## src/rtl/jtag_host_wb_if.sv

```systemverilog
// Wishbone slave bundle for the JTAG host.
// Signal names follow the management SoC user-area port.
interface jtag_host_wb_if;
  logic        wbs_stb_i;
  logic        wbs_cyc_i;
  logic        wbs_we_i;
  logic [3:0]  wbs_sel_i;
  logic [31:0] wbs_adr_i;
  logic [31:0] wbs_dat_i;
  logic        wbs_ack_o;
  logic [31:0] wbs_dat_o;

  modport slave (
    input  wbs_stb_i, wbs_cyc_i, wbs_we_i,
    input  wbs_sel_i, wbs_adr_i, wbs_dat_i,
    output wbs_ack_o, wbs_dat_o
  );

  modport master (
    output wbs_stb_i, wbs_cyc_i, wbs_we_i,
    output wbs_sel_i, wbs_adr_i, wbs_dat_i,
    input  wbs_ack_o, wbs_dat_o
  );
endinterface

```

## src/rtl/jtag_host_wb.sv

```systemverilog
// Wishbone-controlled JTAG initiator driving a TAP.
// Optional completion irq: define JTAG_HOST_IRQ_EN.
module jtag_host_wb #(
  parameter logic [31:0] ADDR_BASE = 32'h3000_0000,
  parameter int          DIV_WIDTH = 8,
  parameter int          DIV_RESET = 4
) (
  input  logic           wb_clk_i,
  input  logic           wb_rst_i,
  jtag_host_wb_if.slave  wb,
  output logic           jtag_tck,
  output logic           jtag_tms,
  output logic           jtag_tdi,
  input  logic           jtag_tdo,
  output logic           irq
);

  typedef enum logic [1:0] {
    S_IDLE,
    S_LOW,
    S_HIGH
  } state_t;

  localparam logic [5:0] A_STAT = 6'd0;
  localparam logic [5:0] A_TMS  = 6'd1;
  localparam logic [5:0] A_TDI  = 6'd2;
  localparam logic [5:0] A_TDO  = 6'd3;
  localparam logic [5:0] A_LEN  = 6'd4;
  localparam logic [5:0] A_DIV  = 6'd5;

  localparam logic [DIV_WIDTH-1:0] DIV_ONE = 1;
  localparam logic [DIV_WIDTH-1:0] DIV_RST =
    DIV_WIDTH'(DIV_RESET);

  state_t               state, state_n;
  logic [DIV_WIDTH-1:0] cnt, cnt_n;
  logic [DIV_WIDTH-1:0] div_lat;
  logic [5:0]           len_lat;
  logic [4:0]           bit_cnt;
  logic [31:0]          tms_sh, tdi_sh;

  logic [31:0]          tms_r, tdi_r, tdo_r;
  logic [5:0]           len_r;
  logic [DIV_WIDTH-1:0] div_r;
  logic                 ovr, done, ie;
  logic                 ack;
  logic [31:0]          dat_o;

  logic        hit, req, acc, wr;
  logic [5:0]  off;
  logic        busy;
  logic [31:0] rd, mask, wval;
  logic        wr_stat, wr_tms, wr_tdi;
  logic        wr_len, wr_div;
  logic        blocked, start;
  logic [5:0]  len_new, len_clamp;
  logic        sample, shift, finish;
  logic        adr_unused;

  assign adr_unused = ^wb.wbs_adr_i[1:0];

  assign hit = wb.wbs_adr_i[31:8] == ADDR_BASE[31:8];
  assign req = wb.wbs_stb_i & wb.wbs_cyc_i & hit;
  assign acc = req & ~ack;
  assign wr  = acc & wb.wbs_we_i;
  assign off = wb.wbs_adr_i[7:2];

  assign busy = state != S_IDLE;

  assign wb.wbs_ack_o = ack;
  assign wb.wbs_dat_o = dat_o;

  // Register read mux, also the base for byte-merged writes
  always_comb begin
    rd = '0;
    unique case (1'b1)
      off == A_STAT: begin
        rd[0] = busy;
        rd[1] = ovr;
        rd[2] = done;
        rd[8] = ie;
      end
      off == A_TMS: rd = tms_r;
      off == A_TDI: rd = tdi_r;
      off == A_TDO: rd = tdo_r;
      off == A_LEN: rd[5:0] = len_r;
      off == A_DIV: rd[DIV_WIDTH-1:0] = div_r;
      default: rd = '0;
    endcase
  end

  // Byte-select merge and write/start decode
  always_comb begin
    for (int i = 0; i < 4; i++) begin
      mask[8*i +: 8] = {8{wb.wbs_sel_i[i]}};
    end
    wval = (wb.wbs_dat_i & mask) | (rd & ~mask);
    wr_stat = wr & (off == A_STAT);
    wr_tms  = wr & (off == A_TMS);
    wr_tdi  = wr & (off == A_TDI);
    wr_len  = wr & (off == A_LEN);
    wr_div  = wr & (off == A_DIV);
    blocked = busy & (wr_tms | wr_tdi | wr_len | wr_div);
    len_new = wval[5:0];
    len_clamp = (len_new > 6'd32) ? 6'd32 : len_new;
    start = wr_len & ~busy & (len_new != 6'd0);
  end

  // Scan FSM next state and phase events
  always_comb begin
    state_n = state;
    cnt_n   = cnt + DIV_ONE;
    sample  = 1'b0;
    shift   = 1'b0;
    finish  = 1'b0;
    case (state)
      S_IDLE: begin
        cnt_n = '0;
        if (start) state_n = S_LOW;
      end
      S_LOW: begin
        if (cnt == div_lat) begin
          cnt_n   = '0;
          state_n = S_HIGH;
          sample  = 1'b1;
        end
      end
      S_HIGH: begin
        if (cnt == div_lat) begin
          cnt_n = '0;
          if ({1'b0, bit_cnt} == len_lat - 6'd1) begin
            state_n = S_IDLE;
            finish  = 1'b1;
          end else begin
            state_n = S_LOW;
            shift   = 1'b1;
          end
        end
      end
      default: state_n = S_IDLE;
    endcase
  end

  // FSM state, phase counter and registered tck
  always_ff @(posedge wb_clk_i or posedge wb_rst_i) begin
    if (wb_rst_i) begin
      state    <= S_IDLE;
      cnt      <= '0;
      jtag_tck <= 1'b0;
    end else begin
      state    <= state_n;
      cnt      <= cnt_n;
      jtag_tck <= state_n == S_HIGH;
    end
  end

  // Bus side: ack, read data, host-visible registers
  always_ff @(posedge wb_clk_i or posedge wb_rst_i) begin
    if (wb_rst_i) begin
      ack   <= 1'b0;
      dat_o <= '0;
      tms_r <= '0;
      tdi_r <= '0;
      len_r <= '0;
      div_r <= DIV_RST;
      ovr   <= 1'b0;
      done  <= 1'b0;
`ifdef JTAG_HOST_IRQ_EN
      ie    <= 1'b0;
`endif
    end else begin
      ack   <= acc;
      dat_o <= (acc & ~wb.wbs_we_i) ? rd : '0;
      if (wr_tms & ~busy) tms_r <= wval;
      if (wr_tdi & ~busy) tdi_r <= wval;
      if (wr_len & ~busy) len_r <= wval[5:0];
      if (wr_div & ~busy) div_r <= wval[DIV_WIDTH-1:0];
      if (wr_stat) begin
        if (wb.wbs_sel_i[0] & wb.wbs_dat_i[1]) ovr <= 1'b0;
        if (wb.wbs_sel_i[0] & wb.wbs_dat_i[2]) done <= 1'b0;
`ifdef JTAG_HOST_IRQ_EN
        ie <= wval[8];
`endif
      end
      if (blocked) ovr <= 1'b1;
      if (start) done <= 1'b0;
      if (finish) done <= 1'b1;
    end
  end

`ifndef JTAG_HOST_IRQ_EN
  assign ie = 1'b0;
`endif

  // Scan datapath: shift copies, pins and tdo capture
  always_ff @(posedge wb_clk_i or posedge wb_rst_i) begin
    if (wb_rst_i) begin
      tms_sh   <= '0;
      tdi_sh   <= '0;
      tdo_r    <= '0;
      bit_cnt  <= '0;
      div_lat  <= '0;
      len_lat  <= '0;
      jtag_tms <= 1'b1;
      jtag_tdi <= 1'b0;
    end else begin
      if (start) begin
        tms_sh   <= tms_r;
        tdi_sh   <= tdi_r;
        tdo_r    <= '0;
        bit_cnt  <= '0;
        div_lat  <= div_r;
        len_lat  <= len_clamp;
        jtag_tms <= tms_r[0];
        jtag_tdi <= tdi_r[0];
      end
      if (sample) tdo_r[bit_cnt] <= jtag_tdo;
      if (shift) begin
        tms_sh   <= tms_sh >> 1;
        tdi_sh   <= tdi_sh >> 1;
        jtag_tms <= tms_sh[1];
        jtag_tdi <= tdi_sh[1];
        bit_cnt  <= bit_cnt + 5'd1;
      end
    end
  end

`ifdef JTAG_HOST_IRQ_EN
  // Level interrupt, registered from done & ie
  always_ff @(posedge wb_clk_i or posedge wb_rst_i) begin
    if (wb_rst_i) irq <= 1'b0;
    else          irq <= done & ie;
  end
`else
  assign irq = 1'b0;
`endif

endmodule

```

## src/flat_wrapper.sv

```systemverilog
// flat-port wrapper written by rule: the top's interface ports become plain ports
module jtag_host_wb_flat 
#(
  parameter logic [31:0] ADDR_BASE = 32'h3000_0000,
  parameter int          DIV_WIDTH = 8,
  parameter int          DIV_RESET = 4
)
  (wb_clk_i, wb_rst_i, jtag_tck, jtag_tms, jtag_tdi, jtag_tdo, irq, wb_wbs_stb_i, wb_wbs_cyc_i, wb_wbs_we_i, wb_wbs_sel_i, wb_wbs_adr_i, wb_wbs_dat_i, wb_wbs_ack_o, wb_wbs_dat_o);
  jtag_host_wb_if wb_i ();
  input  logic wb_clk_i;
  input  logic wb_rst_i;
  output logic jtag_tck;
  output logic jtag_tms;
  output logic jtag_tdi;
  input  logic jtag_tdo;
  output logic irq;
  input wire logic [$bits(wb_i.wbs_stb_i)-1:0] wb_wbs_stb_i;
  input wire logic [$bits(wb_i.wbs_cyc_i)-1:0] wb_wbs_cyc_i;
  input wire logic [$bits(wb_i.wbs_we_i)-1:0] wb_wbs_we_i;
  input wire logic [$bits(wb_i.wbs_sel_i)-1:0] wb_wbs_sel_i;
  input wire logic [$bits(wb_i.wbs_adr_i)-1:0] wb_wbs_adr_i;
  input wire logic [$bits(wb_i.wbs_dat_i)-1:0] wb_wbs_dat_i;
  output wire logic [$bits(wb_i.wbs_ack_o)-1:0] wb_wbs_ack_o;
  output wire logic [$bits(wb_i.wbs_dat_o)-1:0] wb_wbs_dat_o;
  assign wb_i.wbs_stb_i = wb_wbs_stb_i;
  assign wb_i.wbs_cyc_i = wb_wbs_cyc_i;
  assign wb_i.wbs_we_i = wb_wbs_we_i;
  assign wb_i.wbs_sel_i = wb_wbs_sel_i;
  assign wb_i.wbs_adr_i = wb_wbs_adr_i;
  assign wb_i.wbs_dat_i = wb_wbs_dat_i;
  assign wb_wbs_ack_o = wb_i.wbs_ack_o;
  assign wb_wbs_dat_o = wb_i.wbs_dat_o;
  jtag_host_wb #(.ADDR_BASE(ADDR_BASE), .DIV_WIDTH(DIV_WIDTH), .DIV_RESET(DIV_RESET)) u_core (.wb_clk_i(wb_clk_i), .wb_rst_i(wb_rst_i), .wb(wb_i), .jtag_tck(jtag_tck), .jtag_tms(jtag_tms), .jtag_tdi(jtag_tdi), .jtag_tdo(jtag_tdo), .irq(irq));
endmodule
```

## config.mk

```make
export PLATFORM = sky130hd
export DESIGN_NAME = jtag_host_wb_flat
export DESIGN_NICKNAME = d
export VERILOG_FILES = /design/src/rtl/jtag_host_wb_if.sv /design/src/rtl/jtag_host_wb.sv /design/src/flat_wrapper.sv
export SDC_FILE = /design/constraint.sdc
export NUM_CORES = 1
export LEC_CHECK = 0
export BUFFER_PORTS_ARGS = -buffer_cell sky130_fd_sc_hd__buf_2
export CAP_MARGIN = 20
export CORE_AREA = 2 2 159 161
export CTS_CLUSTER_SIZE = 12
export DETAILED_ROUTE_END_ITERATION = 12
export DIE_AREA = 0 0 161 163
export HOLD_SLACK_MARGIN = 0.15
export PLACE_DENSITY = 0.78
export SLEW_MARGIN = 20
export SYNTH_ARGS = -nofsm -noshare
export SYNTH_HDL_FRONTEND = slang
export SYNTH_SLANG_ARGS = --single-unit
```

## constraint.sdc

```tcl
create_clock -name wb_clk_i -period 8.8 [get_ports wb_clk_i]
set_input_delay 0.88 -clock wb_clk_i [delete_from_list [all_inputs] [get_ports wb_clk_i]]
set_output_delay 0.88 -clock wb_clk_i [all_outputs]
set_load 0.01 [all_outputs]
```

# Word level (Yosys, flattened, before mapping)
# Cells that the tools add are included.
dict set report totals {
  register_bits 241
  latchBits 0
  mem_bits_rw 0
  mem_bits_ro 0
  input_bits 74
  out_inout_bits 37
  word_cells 121
  n_memories 0
}
dict set report op_classes {
  n_addsub 3
  n_mul 0
  div_mod_pow 0
  order_cmp 3
  n_eq_ne 11
  shifts 0
  mux 44
  bitwise 28
  n_reduce_logical 13
}
# op n
set op_table {}
lappend op_table {{$mux 32} 7}
lappend op_table {{$pmux 23 s3} 1}
lappend op_table {{$and 32x32->32} 2}
lappend op_table {{$bwmux 32} 1}
lappend op_table {{$not 32->32} 1}
lappend op_table {{$or 32x32->32} 1}
lappend op_table {{$eq 24x22->1 const B} 1}
lappend op_table {{$mux 1} 21}
lappend op_table {{$and 1x1->1} 18}
lappend op_table {{$pmux 3 s6} 1}
lappend op_table {{$pmux 8 s2} 1}
lappend op_table {{$pmux 3 s5} 1}
lappend op_table {{$eq 6x2->1 const B} 2}
lappend op_table {{$eq 6x3->1 const B} 2}
lappend op_table {{$mux 5} 2}
lappend op_table {{$add 8x1->8 const B} 1}
lappend op_table {{$eq 8x8->1} 1}
lappend op_table {{$mux 8} 1}
lappend op_table {{$pmux 2 s4} 1}
lappend op_table {{$reduce_bool 2->1} 4}
lappend op_table {{$eq 5x6->1} 1}
lappend op_table {{$eq 6x1->1 const B} 1}
lappend op_table {{$gt 6x6->1 const B} 1}
lappend op_table {{$logic_not 6->1} 1}
lappend op_table {{19 further kinds} 28}

# Depth between registers and ports, before layout
dict set report depth {
  word_depth 11
  ltp_mapped 10
  ltp_nobuf 8
}

# Least setup slack after synthesis
# Ideal clock, no wire load.
dict set report synth_timing {
  kind {input -> register}
  start {input wb_wbs_adr_i[2]}
  end {register u_core.div_lat[0]}
  setup_ns 0.125
  arrival_time_ns 3.091
  required_time_ns 8.675
  setup_slack_ns 5.584
  cell_stages 10
  n_path_buf 4
  cell_sequence {buf_2 > buf_6 > mux2_1 > o211a_1 > a2111oi_4 > a31oi_1 > buf_2 > o21ai_4 > buf_6 > mux2_4}
}
dict set report synth_between {
  elab_chain_cells 6
  elab_cells_between_ends 14
  classes_between {eq/ne (5); mux (2); bitwise (5); reduce/logical (2)}
}
# element line
set synth_lines {}
lappend synth_lines {{start, declared} flat_wrapper.sv:21} ;# input wire logic [$bits(wb_i.wbs_adr_i)-1:0] wb_wbs_adr_i;
lappend synth_lines {{$eq 6x3->1 (tied with other cells)} jtag_host_wb.sv:87} ;# off == A_DIV: rd[DIV_WIDTH-1:0] = div_r;
lappend synth_lines {{$pmux 3 s6 / $pmux 3 s5 (equally long branches)} jtag_host_wb.sv:76} ;# unique case (1'b1)
lappend synth_lines {{$and 32x32->32} jtag_host_wb.sv:97} ;# wval = (wb.wbs_dat_i & mask) | (rd & ~mask);
lappend synth_lines {{$or 32x32->32} jtag_host_wb.sv:97}
lappend synth_lines {{$reduce_bool 6->1} jtag_host_wb.sv:106} ;# start = wr_len & ~busy & (len_new != 6'd0);
lappend synth_lines {{$and 1x1->1 *} jtag_host_wb.sv:106}
lappend synth_lines {{end signal, assigned} jtag_host_wb.sv:212} ;# div_lat <= div_r;
lappend synth_lines {{end, declared} jtag_host_wb.sv:37} ;# logic [DIV_WIDTH-1:0] div_lat;
# Every way passes the cells marked *; elsewhere a longest branch is shown, timed or not.
# A chain may end at the register's enable or synchronous reset.

# Worst setup path after layout
dict set report layout_timing {
  start {input wb_wbs_adr_i[2]}
  end {register u_core.div_lat[7]}
}
# The elaborated chain is that of the path after synthesis.

==> metrics.csv <==
metric,value,unit
cts_max_path_buffers,3,
ys_ff_latch,239,
grt_start_max_net_pins,124,
worstReg2RegEnd,u_core.div_lat[4]$_DFFE_PP0P_,
cts-root-buf,clkbuf_16,
ant_nets,0,
port_buffers,107,
antenna_found_initial,1,
syn-num-nets,1484,
layout_commonest_cell,dfrtp_1,
synth.distinct_cells,62,
ys_async_sr_fraction,100,%
hp-class,in -> async,
fin_ws,4.59,ns
dieArea,26200,um^2
synth_area,12900,um^2
core_area,24700,um^2
hold_viol,0,
required,9.21,ns
final_cell_mix,"237 x dfrtp_1, 135 x nor2_1, 123 x nand2_1, 107 x buf_2, 94 x a21oi_1",
grt_usage,26.3,%
ys.flop_type,dfrtp_1,
vias_per_cell,6.28,
dp_cells,1715,
p_int,1.82,mW
worst_r2r_path_depth,8,
combPwrFrac,6.5,%
status,"finished, final reports clean",
cts_setup_buffers,0,
syn_inst,1400,
pin_count,111,
tightestPinTransition,1.07,ns
worstPathArrival,4.62,ns
hold_buffers,0,
maxSlewHeadroom,28.4,%
hpwl,20.6,mm
wire_per_inst,19.7,um
synth_edf_count,0,
final_core_util,58.1,%
ctsResizeCount,0,
place_ws,4.13,ns
rsz0062_at_grt,false,
nNetsFinal,1497,
path_clk_slew,0.06,ns
worstSetupStartpointType,input pin,
grt-ovfl-total,0,
critPathKind,in -> reg,
grt_pass1_wl,56.3,mm
wl,34.8,mm
p_leak,6.26,nW
via_count,11100,
skew,0.00925,ns
finalMaxSlewViolations,0,
syn-mean-instance-area,9.20,um^2
yosysWarnings,0,
drc,0,
clkSinkCount,239,
instances_no_fill,1760,
placementRows,58,
ys_seq_area_share,46.5,%
fill_cells,2147,
grt_pass1_vias,10700,
fmax,0.238,GHz
cts_made_buffers,26,
clock_latency,0.53,ns
tns,0,ns
p_sw,0.560,mW
ir_worst_vdd,0.104,mV
cp_max_fo,44,
power_density,166,nW/um^2
end_kind,flop,
setup_viol,0,
swShare,23.6,%
start_util,52.2,%
gp_congestion,0.853,
drive_gt1_share,15.7,%
final.period_utilization,47.8,%
r2r_start,u_core.state[1]$_DFF_PP0_,
drt-initial-drc-count,1042,
cts_tree,done,
syn_to_final_growth,11.4,%
h-tree-depth,1,
rrSetupSlack,5.53,ns
die_x,161,um
clockPowerShare,46.8,%
min_period,4.21,ns
drtPass1Iterations,5,
max_cap_violations,0,
antenna_cells,0,
die_h,163,um
power.share.sequential,46.7,%
worst max-delay path, stage by stage:
cell     delay (ns)
buf_2          0.08
buf_4          0.60
nor2b_2        0.63
buf_4          0.39
a31oi_1        0.18
a32oi_4        0.26
or3_2          0.58
o21a_1         0.19
buf_4          0.37
mux2_1         0.36
state kept, by name, summed over array words and instances (netlist names), 2 cells and up:
name and cells:
u_core.tdi_r 32, u_core.div_r 8, u_core.cnt 8, u_core.bit_cnt 5, u_core.state 2, u_core.wb.wbs_dat_o 32, u_core.div_lat 8, u_core.tdo_r 32
u_core.tms_r 32, u_core.tms_sh 31, u_core.len_r 6, u_core.tdi_sh 32, u_core.len_lat 6
worst max-delay path by stage:
stage	start	endpoint	slack [ns]	depth (start not counted)
after floorplan	wb_rst_i	u_core.bit_cnt[0]$_DFFE_PP0P_	1.36	1
after global placement	wb_wbs_adr_i[2]	u_core.div_lat[7]$_DFFE_PP0P_	4.17	9
after detailed placement	wb_wbs_adr_i[2]	u_core.div_lat[7]$_DFFE_PP0P_	4.13	10
after CTS	wb_wbs_adr_i[2]	u_core.div_lat[7]$_DFFE_PP0P_	4.66	10
after global routing	wb_wbs_adr_i[2]	u_core.tdi_sh[0]$_DFFE_PP0P_	4.48	9
final	wb_wbs_adr_i[2]	u_core.div_lat[7]$_DFFE_PP0P_	4.59	10
cell type report:
cell class	count	area, um^2	area share, %
multi-input combinational	1004	6320	44.1
sequential	239	5980	41.7
clock buffer	39	791	5.51
timing repair buffer	127	686	4.78
tap	330	413	2.88
clock inverter	6	80.1	0.558
inverter	15	63.8	0.445
power by group through the flow:
stage	sequential (mW)	clock, mW	combinational (mW)
after floorplan	1.13	0	0.0998
after global placement	1.13	0	0.152
after detailed placement	1.13	0	0.155
after CTS	1.11	1.12	0.155
after global routing	1.11	1.17	0.169
final	1.11	1.11	0.155
cells in the mapped netlist, types with 6 or more instances:
library cell,n,area [um^2]
dfrtp_1,237,5930
nor2_1,135,507
nand2_1,123,462
clkbuf_1,99,372
a21oi_1,94,470
o21ai_0,91,455
a31oi_1,69,432
nor2b_1,66,413
nor4b_1,64,561
o211ai_1,62,465
mux2i_1,44,440
nand3_1,43,215
nand4_1,36,225
mux2_2,34,383
buf_2,28,140
o2bb2ai_1,25,219
xor2_1,18,158
inv_1,14,52.6
ha_1,10,125
nor4_1,10,62.6
nor3_1,9,45.0
nand2b_1,8,50.1
and3_1,7,43.8
buf_1,7,26.3
or3_1,6,37.5
cells by family after synthesis:
logic type	count (synthesis)	synth area share, %
xor gates and xnor gates	22	1.50
muxes	81	6.69
buffers and inverters	157	5.08
and+or+nand+nor	521	21.3
other	1	0.0291
DFF	239	46.5
adders and majority gates	10	0.972
AOI/OAI and AO/OA	369	18.0
routing by layer:
metal  wire [um]  up-vias  global-route usage, %  share of wire, %
met5           0        -                      0                 0
met3        1890       77                   3.03               5.4
met4         913        0                   8.20               2.6
li1            -     5090                      -                 -
met2       17100      381                   43.8                49
met1       14900     5511                   36.3                43
stage by stage:
stage               total power, mW  area, um^2  hold slack, ns
finish                         2.38       14300           0.507
global placement               1.28       13500           0.476
CTS                            2.38       14300           0.509
detailed placement             1.28       13500           0.496
global route                   2.45       14300           0.526
floorplan                      1.23       12900           0.465
(Power assumes the default switching activity.)
